File: config.mk
export PLATFORM = sky130hd
export DESIGN_NAME = pu_output_arbiter_flat
export DESIGN_NICKNAME = d
export VERILOG_FILES = /design/src/rtl/pu_output_arbiter_if.sv /design/src/rtl/pu_output_arbiter.sv /design/src/flat_wrapper.sv
export SDC_FILE = /design/constraint.sdc
export NUM_CORES = 2
export LEC_CHECK = 0
export ABC_AREA = 1
export ABC_CLOCK_PERIOD_IN_PS = 32500
export CAP_MARGIN = 20
export CORE_MARGIN = 3
export CORE_UTILIZATION = 31
export DETAILED_ROUTE_END_ITERATION = 8
export PLACE_DENSITY_LB_ADDON = 0.05
export SYNTH_ARGS = -nofsm -noshare
export SYNTH_HDL_FRONTEND = slang
export SYNTH_SLANG_ARGS = --single-unit
File: constraint.sdc
create_clock -name clock -period 32.5 [get_ports clock]
set_input_delay 6.5 -clock clock [delete_from_list [all_inputs] [get_ports clock]]
set_output_delay 6.5 -clock clock [all_outputs]
set_load 0.05 [all_outputs]
File: src/rtl/pu_output_arbiter_if.sv
`default_nettype none
// ============================================================================
// Module   : pu_output_arbiter_if
// Purpose  : Bundles the PU word streams and the output-memory write port
//            seen by pu_output_arbiter.
// Ports    : master - arbiter view (drives output_ready, outputMem*, finished)
//            slave  - environment view (drives PU words, base, memory readies)
// Revision : 1.0 - initial release
// ============================================================================
interface pu_output_arbiter_if #(
  parameter int NUM_PU = 4
);
  // PU side
  logic [63:0]          output_base;
  logic [NUM_PU*32-1:0] output_word;
  logic [NUM_PU-1:0]    output_valid;
  logic [NUM_PU-1:0]    output_ready;
  // memory address channel
  logic [63:0]          outputMemAddr;
  logic                 outputMemAddrValid;
  logic [7:0]           outputMemAddrLen;
  logic [15:0]          outputMemAddrId;
  logic                 outputMemAddrReady;
  // memory data channel
  logic [511:0]         outputMemBlock;
  logic                 outputMemBlockValid;
  logic                 outputMemBlockLast;
  logic                 outputMemBlockReady;
  // status
  logic                 finished;

  modport master (
    input  output_base, output_word, output_valid,
    input  outputMemAddrReady, outputMemBlockReady,
    output output_ready,
    output outputMemAddr, outputMemAddrValid, outputMemAddrLen, outputMemAddrId,
    output outputMemBlock, outputMemBlockValid, outputMemBlockLast,
    output finished
  );

  modport slave (
    output output_base, output_word, output_valid,
    output outputMemAddrReady, outputMemBlockReady,
    input  output_ready,
    input  outputMemAddr, outputMemAddrValid, outputMemAddrLen, outputMemAddrId,
    input  outputMemBlock, outputMemBlockValid, outputMemBlockLast,
    input  finished
  );
endinterface
`default_nettype wire

File: src/rtl/pu_output_arbiter.sv
`default_nettype none
// ============================================================================
// Module   : pu_output_arbiter
// Purpose  : Round-robin owner of the single output-memory write port. Packs
//            the granted PU's 32-bit words into 512-bit blocks and writes each
//            block to that PU's fixed region with a single-beat transaction.
//            Raises finished once every PU has delivered all its words.
// Ports    : clock  - rising-edge clock
//            reset  - asynchronous, active-high
//            bus    - pu_output_arbiter_if.master (PU streams + memory port)
// Revision : 1.0 - initial release
// ============================================================================
module pu_output_arbiter #(
  parameter int NUM_PU      = 4,
  parameter int NUM_OUTPUTS = 32
) (
  input  wire logic            clock,
  input  wire logic            reset,
  pu_output_arbiter_if.master  bus
);

  localparam int BLOCKS = (NUM_OUTPUTS + 15) / 16;
  localparam int PU_W   = (NUM_PU > 1) ? $clog2(NUM_PU) : 1;
  localparam int BLK_W  = $clog2(BLOCKS + 1);
  localparam int WORD_W = $clog2(NUM_OUTPUTS + 1);

  localparam logic [2:0] S_SELECT    = 3'd0;
  localparam logic [2:0] S_FILL      = 3'd1;
  localparam logic [2:0] S_SEND_ADDR = 3'd2;
  localparam logic [2:0] S_SEND_DATA = 3'd3;
  localparam logic [2:0] S_DONE      = 3'd4;

  logic [2:0]        r_state;
  logic [2:0]        w_next_state;
  logic [PU_W-1:0]   r_grant;
  logic [PU_W-1:0]   r_rr_ptr;
  logic [511:0]      r_buffer;
  logic [3:0]        r_lane;
  logic [BLK_W-1:0]  r_blk_cnt  [NUM_PU];
  logic [WORD_W-1:0] r_word_cnt [NUM_PU];

  logic [NUM_PU-1:0] w_complete;
  logic              w_all_complete;
  logic              w_found;
  logic [PU_W-1:0]   w_pick;
  logic [PU_W:0]     w_cand;
  logic [31:0]       w_grant_word;
  logic              w_grant_valid;
  logic [WORD_W-1:0] w_grant_words;
  logic [BLK_W-1:0]  w_grant_blks;
  logic              w_word_hs;
  logic              w_block_close;
  logic              w_addr_hs;
  logic              w_data_hs;
  logic [63:0]       w_addr;

  // --------------------------------------------------------------------------
  // Per-PU progress counters
  // --------------------------------------------------------------------------
  generate
    for (genvar gi = 0; gi < NUM_PU; gi++) begin : g_pu
      assign w_complete[gi] = (r_blk_cnt[gi] == BLK_W'(BLOCKS));

      always_ff @(posedge clock or posedge reset) begin
        if (reset) begin
          r_blk_cnt[gi]  <= '0;
          r_word_cnt[gi] <= '0;
        end else begin
          if (w_word_hs && (r_grant == PU_W'(gi)))
            r_word_cnt[gi] <= r_word_cnt[gi] + WORD_W'(1);
          if (w_data_hs && (r_grant == PU_W'(gi)))
            r_blk_cnt[gi] <= r_blk_cnt[gi] + BLK_W'(1);
        end
      end
    end
  endgenerate

  assign w_all_complete = &w_complete;

  // Round-robin search: offsets are visited in increasing order starting at
  // r_rr_ptr, so the first hit is the nearest eligible PU after the pointer.
  always_comb begin
    w_found = 1'b0;
    w_pick  = '0;
    w_cand  = '0;
    for (int k = 0; k < NUM_PU; k++) begin
      w_cand = {1'b0, r_rr_ptr} + (PU_W+1)'(k);
      if (w_cand >= (PU_W+1)'(NUM_PU))
        w_cand = w_cand - (PU_W+1)'(NUM_PU);
      if (!w_found && bus.output_valid[w_cand[PU_W-1:0]] && !w_complete[w_cand[PU_W-1:0]]) begin
        w_found = 1'b1;
        w_pick  = w_cand[PU_W-1:0];
      end
    end
  end

  // Granted-PU views of the per-PU signals
  always_comb begin
    w_grant_word  = '0;
    w_grant_valid = 1'b0;
    w_grant_words = '0;
    w_grant_blks  = '0;
    for (int i = 0; i < NUM_PU; i++) begin
      if (r_grant == PU_W'(i)) begin
        w_grant_word  = bus.output_word[i*32 +: 32];
        w_grant_valid = bus.output_valid[i];
        w_grant_words = r_word_cnt[i];
        w_grant_blks  = r_blk_cnt[i];
      end
    end
  end

  assign w_word_hs     = (r_state == S_FILL) && w_grant_valid;
  // Block ends on a full lane set or on this PU's final word (partial block)
  assign w_block_close = (r_lane == 4'd15) || (w_grant_words == WORD_W'(NUM_OUTPUTS - 1));
  assign w_addr_hs     = (r_state == S_SEND_ADDR) && bus.outputMemAddrReady;
  assign w_data_hs     = (r_state == S_SEND_DATA) && bus.outputMemBlockReady;

  // Region of PU g starts at block g*BLOCKS; 64-bit arithmetic wraps naturally
  assign w_addr = bus.output_base +
                  ((64'(r_grant) * 64'(BLOCKS) + 64'(w_grant_blks)) << 6);

  // --------------------------------------------------------------------------
  // FSM: state register
  // --------------------------------------------------------------------------
  always_ff @(posedge clock or posedge reset) begin
    if (reset) r_state <= S_SELECT;
    else       r_state <= w_next_state;
  end

  // --------------------------------------------------------------------------
  // FSM: next-state logic
  // --------------------------------------------------------------------------
  always_comb begin
    w_next_state = r_state;
    case (r_state)
      S_SELECT: begin
        if (w_all_complete) w_next_state = S_DONE;
        else if (w_found)   w_next_state = S_FILL;
      end
      S_FILL:      if (w_word_hs && w_block_close) w_next_state = S_SEND_ADDR;
      S_SEND_ADDR: if (w_addr_hs)                  w_next_state = S_SEND_DATA;
      S_SEND_DATA: if (w_data_hs)                  w_next_state = S_SELECT;
      S_DONE:      w_next_state = S_DONE;
      default:     w_next_state = S_SELECT;
    endcase
  end

  // --------------------------------------------------------------------------
  // Grant, round-robin pointer and block buffer
  // --------------------------------------------------------------------------
  always_ff @(posedge clock or posedge reset) begin
    if (reset) begin
      r_grant  <= '0;
      r_rr_ptr <= '0;
      r_buffer <= '0;
      r_lane   <= '0;
    end else begin
      case (r_state)
        S_SELECT: begin
          if (!w_all_complete && w_found) begin
            r_grant  <= w_pick;
            r_lane   <= '0;
            r_buffer <= '0;
          end
        end
        S_FILL: begin
          if (w_word_hs) begin
            r_buffer[{r_lane, 5'b00000} +: 32] <= w_grant_word;
            r_lane                             <= r_lane + 4'd1;
          end
        end
        S_SEND_DATA: begin
          if (w_data_hs)
            r_rr_ptr <= (r_grant == PU_W'(NUM_PU - 1)) ? '0 : r_grant + PU_W'(1);
        end
        default: ;
      endcase
    end
  end

  // --------------------------------------------------------------------------
  // FSM: outputs (pure function of state, so reset zeroes them at once)
  // --------------------------------------------------------------------------
  always_comb begin
    bus.output_ready        = '0;
    bus.outputMemAddr       = '0;
    bus.outputMemAddrValid  = 1'b0;
    bus.outputMemAddrLen    = 8'd0;
    bus.outputMemAddrId     = '0;
    bus.outputMemBlock      = '0;
    bus.outputMemBlockValid = 1'b0;
    bus.outputMemBlockLast  = 1'b0;
    bus.finished            = 1'b0;
    case (r_state)
      S_FILL: begin
        for (int i = 0; i < NUM_PU; i++)
          bus.output_ready[i] = (r_grant == PU_W'(i));
      end
      S_SEND_ADDR: begin
        bus.outputMemAddrValid = 1'b1;
        bus.outputMemAddr      = w_addr;
        bus.outputMemAddrId    = 16'(r_grant);
      end
      S_SEND_DATA: begin
        bus.outputMemBlockValid = 1'b1;
        bus.outputMemBlockLast  = 1'b1;
        bus.outputMemBlock      = r_buffer;
      end
      S_DONE:  bus.finished = 1'b1;
      default: ;
    endcase
  end

endmodule
`default_nettype wire

File: src/flat_wrapper.sv
// flat-port wrapper written by rule: the top's interface ports become plain ports
module pu_output_arbiter_flat 
#(
  parameter int NUM_PU      = 4,
  parameter int NUM_OUTPUTS = 32
)
  (clock, reset, bus_output_base, bus_output_word, bus_output_valid, bus_outputMemAddrReady, bus_outputMemBlockReady, bus_output_ready, bus_outputMemAddr, bus_outputMemAddrValid, bus_outputMemAddrLen, bus_outputMemAddrId, bus_outputMemBlock, bus_outputMemBlockValid, bus_outputMemBlockLast, bus_finished);
  pu_output_arbiter_if #(.NUM_PU(NUM_PU)) bus_i ();
  input  wire logic clock;
  input  wire logic reset;
  input wire logic [$bits(bus_i.output_base)-1:0] bus_output_base;
  input wire logic [$bits(bus_i.output_word)-1:0] bus_output_word;
  input wire logic [$bits(bus_i.output_valid)-1:0] bus_output_valid;
  input wire logic [$bits(bus_i.outputMemAddrReady)-1:0] bus_outputMemAddrReady;
  input wire logic [$bits(bus_i.outputMemBlockReady)-1:0] bus_outputMemBlockReady;
  output wire logic [$bits(bus_i.output_ready)-1:0] bus_output_ready;
  output wire logic [$bits(bus_i.outputMemAddr)-1:0] bus_outputMemAddr;
  output wire logic [$bits(bus_i.outputMemAddrValid)-1:0] bus_outputMemAddrValid;
  output wire logic [$bits(bus_i.outputMemAddrLen)-1:0] bus_outputMemAddrLen;
  output wire logic [$bits(bus_i.outputMemAddrId)-1:0] bus_outputMemAddrId;
  output wire logic [$bits(bus_i.outputMemBlock)-1:0] bus_outputMemBlock;
  output wire logic [$bits(bus_i.outputMemBlockValid)-1:0] bus_outputMemBlockValid;
  output wire logic [$bits(bus_i.outputMemBlockLast)-1:0] bus_outputMemBlockLast;
  output wire logic [$bits(bus_i.finished)-1:0] bus_finished;
  assign bus_i.output_base = bus_output_base;
  assign bus_i.output_word = bus_output_word;
  assign bus_i.output_valid = bus_output_valid;
  assign bus_i.outputMemAddrReady = bus_outputMemAddrReady;
  assign bus_i.outputMemBlockReady = bus_outputMemBlockReady;
  assign bus_output_ready = bus_i.output_ready;
  assign bus_outputMemAddr = bus_i.outputMemAddr;
  assign bus_outputMemAddrValid = bus_i.outputMemAddrValid;
  assign bus_outputMemAddrLen = bus_i.outputMemAddrLen;
  assign bus_outputMemAddrId = bus_i.outputMemAddrId;
  assign bus_outputMemBlock = bus_i.outputMemBlock;
  assign bus_outputMemBlockValid = bus_i.outputMemBlockValid;
  assign bus_outputMemBlockLast = bus_i.outputMemBlockLast;
  assign bus_finished = bus_i.finished;
  pu_output_arbiter #(.NUM_PU(NUM_PU), .NUM_OUTPUTS(NUM_OUTPUTS)) u_core (.clock(clock), .reset(reset), .bus(bus_i));
endmodule
==> summary.txt <==
Outcome
  • Status: completed

CTS
  • CTS Buffer Depth: 3
  • Reg clk slew, reported paths: ~50 ps
  • CTS HTree Levels: 3
  • Setup bufs post-CTS: 0
  • Post_cts resized: 0
  • Clk sinks: between 500 and 600
  • TritonCTS buffer count: 69
  • CTS Root Buffer Type: clkbuf_16
  • CTS tree: built
  • Hold-fix buffers, CTS: 0
  • Worst-Skew Late Latency: 630 ps

Logic synthesis
  • Post-Syn Instances: around 4600
  • Adder-cell area share of the yosys netlist: less than 1%
  • Top-area cell type share of the netlist area: about 45%
  • Mux cell area share after synthesis: 0%
  • Top-count cell post-synth: nand2_1
  • Largest family of logic cells by synthesized area: simple AND/OR/NAND/NOR gates
  • Yosys cell types: 45
  • Most used DFF post-synth: dfrtp_1
  • Post-synthesis sequential area ratio: between 40% and 50%
  • Post-synth ARST share: 100%
  • Post-synthesis compound-gate area fraction: 3.24%
  • Yosys top cell by area: dfrtp_1
  • Synth cell count leaders: 1449 x nand2_1, 808 x nor2_1, 615 x inv_1
  • Seq cells post-synth: 555
  • Synth area leaders: dfrtp_1 45%, nand2_1 17%, nor2_1 9.7%, inv_1 7.4%, nand3_1 7.4%
  • Syn avg cell area: 6.78 µm²
  • Synth warn: 0
  • Synthesized cell area: 31100 µm²
  • XOR/XNOR share of the synthesized area: under 10%
  • Synth Area in Simple Gates: approximately 37%
  • Post-synth EDFFs: 0

GRT
  • First-pass GRT wire length: ~220000 µm
  • Overflow left after global routing: 0
  • Initial antenna violation count: 30
  • Gr usage total: between 20 and 30%
  • Largest net degree at the start of global routing: approximately 170
  • Vias in the first global route: ~31000

Die
  • Die W: ~320 µm
  • Die footprint: between 100000 and 150000 µm²
  • Io pins: between 800 and 900
  • Core ar.: around 100000 µm²
  • Starting Density: between 30% and 40%
  • Site Rows: between 100 and 150
  • Die Y: approximately 320 µm

Placed design
  • Port Buffers: just under 800
  • HPWL after detailed placement: between 100000 and 150000 µm
  • Placed Area: 40100 µm²
  • GP Congestion: around 0.94
  • Cells after DPL: around 6500

Final layout
  • Layout cells sized above 1: 4.67%
  • # nets final: 5457
  • Final core occ: around 43%
  • Non-filler cells, final: about 6600
  • Layout area overhead: 35.8%
  • Final Instance Area: approximately 42000 µm²

Routing
  • DRT antenna net count: 0
  • Post-Route WL: about 150000 µm
  • Drt drc: 0
  • Post-DR vias/cell: 4.81
  • Wire length per cell: roughly 23 µm
  • DRT Pass-1 Iters: 6
  • Vias: about 32000
  • DRT iter0 DRCs: between 2000 and 3000

Setup path
  • CP required: 26000 ps
  • Slowest stage cell, crit path: clkdlybuf4s50_1
  • CP endpoint kind: output port
  • Family with the most delay on the worst path: buffers and inverters
  • CP Max Fanout: 5
  • Critical Path Max Stage Delay: between 800 and 900 ps
  • Worst EP arrival: between 10000 and 15000 ps
  • Crit path cell chain: clkdlybuf4s50_1 -> inv_1 -> nor3_1 -> nand2_1 -> o21ai_0 -> nand2_1 -> nand2_1 -> nand2_1 -> nor2_1 -> clkdlybuf4s50_1
  • CP Buf/Inv Count: 3
  • Crit path launch type: input port
  • Kind of critical path: in -> out
  • Crit path top cell by count: nand2_1

STA
  • Final TNS setup: 0 ps
  • Unrepaired setup endpoints after global routing: false
  • Final worst-path cycle share: 50.8%
  • Slew @ Worst Pin: roughly 1100 ps
  • Final min period: roughly 17000 ps
  • Worst slew margin: 24.5%
  • Setup Viol. Count Final: 0
  • Final hold vios: 0
  • FMAX: ~0.061 GHz
  • Final Max Tran Viols: 0
  • Fin Clk Skew: slightly below 30 ps

Run
  • # Max-Cap Violations: 0

Power
  • Leak: between 15 and 20 nW
  • Pwr/cell area: roughly 80 nW/µm²
  • Peak VDD IR: 117 µV

Worst hold path
  • Hold Crit Class: reg -> reg
-- state kept, by name (all words and copies together) (netlist names) --
| signal | count |
|---|---|
| u_core.r_blk_cnt | 8 |
| u_core.r_state | 3 |
| u_core.r_buffer | 512 |
| u_core.r_rr_ptr | 2 |
| u_core.r_word_cnt | 24 |
| u_core.r_lane | 4 |
| u_core.r_grant | 2 |
-- cells by family after synthesis --
family,after synthesis
AO/OA/AOI/OAI,185
flip-flops,555
buffers and inverters,929
XOR/XNOR,64
other,1
adder cells (fa/ha/maj),23
AND/OR/NAND/NOR,2836
-- layer usage --
metal,global-route usage [%],share of wire (%),vias up
li1,-,-,15100
met1,36.5,42,15300
met2,47.3,47,983
met3,6.51,6.9,220
met4,9.48,3.5,28
met5,0,0.13,-
-- layout make-up --
class,instances,area (µm²)
Fill cell,10600,56700
Sequential cell,555,13900
Multi-Input combinational cell,3130,13800
Timing Repair Buffer,853,8410
Inverter,625,2360
Clock buffer,104,2010
Tap cell,1287,1610
Clock inverter,17,150
Antenna cell,10,25.0
-- final timing paths --
path / startpoint / to / depth (start not counted) / slack [ps]
min in group asynchronous: reset / u_core.r_buffer[335]$_DFFE_PP0P_ / 2 / 6440
setup reg to reg: u_core.r_grant[0]$_DFFE_PP0P_ / u_core.r_buffer[443]$_DFFE_PP0P_ / 12 / 28020
max in group asynchronous: reset / u_core.r_lane[0]$_DFFE_PP0P_ / 4 / 23700
hold / removal: u_core.r_word_cnt[22]$_DFFE_PP0P_ / u_core.r_word_cnt[22]$_DFFE_PP0P_ / 1 / 460
setup / recovery: bus_output_base[13] / bus_outputMemAddr[55] / 10 / 15990
hold reg to reg: u_core.r_word_cnt[22]$_DFFE_PP0P_ / u_core.r_word_cnt[22]$_DFFE_PP0P_ / 1 / 460
-- power breakdown --
part	internal [W]	switching, W	total [W]
Clock	0.000436	0.000323	0.000759
Sequential	0.000736	0.0000429	0.000779
Combinational	0.000321	0.00142	0.00174
-- cells in the final DEF (no fill, tap or decap), types with 3 or more instances in the layout --
| cell type | netlist | routed |
|---|---|---|
| nand2_1 | 1449 | 1449 |
| nor2_1 | 808 | 803 |
| clkdlybuf4s50_1 | 0 | 785 |
| inv_1 | 615 | 612 |
| dfrtp_1 | 555 | 554 |
| nand3_1 | 459 | 457 |
| o21ai_0 | 75 | 75 |
| clkbuf_16 | 0 | 70 |
| buf_4 | 31 | 65 |
| nand4_1 | 45 | 45 |
| xor2_1 | 41 | 41 |
| a21oi_1 | 53 | 40 |
| nor3_1 | 24 | 24 |
| o21ai_1 | 28 | 24 |
| xnor2_1 | 22 | 22 |
| conb_1 | 1 | 22 |
| ha_1 | 22 | 21 |
| clkbuf_1 | 128 | 21 |
| nand3b_1 | 17 | 17 |
| a21oi_4 | 0 | 13 |
| clkbuf_8 | 0 | 13 |
| nand2_2 | 12 | 12 |
| a31o_2 | 12 | 12 |
| diode_2 | 0 | 10 |
| clkinv_2 | 0 | 10 |
| inv_2 | 8 | 9 |
| nor2_2 | 4 | 6 |
| o211ai_1 | 5 | 5 |
| nor3_4 | 1 | 4 |
| o22ai_1 | 3 | 3 |
| nor2_4 | 0 | 3 |
| o21ai_2 | 1 | 3 |
| nor4_1 | 4 | 3 |
| inv_6 | 0 | 3 |
| buf_12 | 0 | 3 |
-- metrics by stage --
step / worst slack (ps) / power, W / hold WS [ps]
after floorplan: 10480 / 0.00177 / 441
after global placement: 15930 / 0.00254 / 453
after detailed placement: 15970 / 0.00254 / 457
after CTS: 15960 / 0.00331 / 469
after global routing: 15800 / 0.00344 / 479
final: 15990 / 0.00328 / 463
Note: power is estimated with default switching activity, not from simulation.
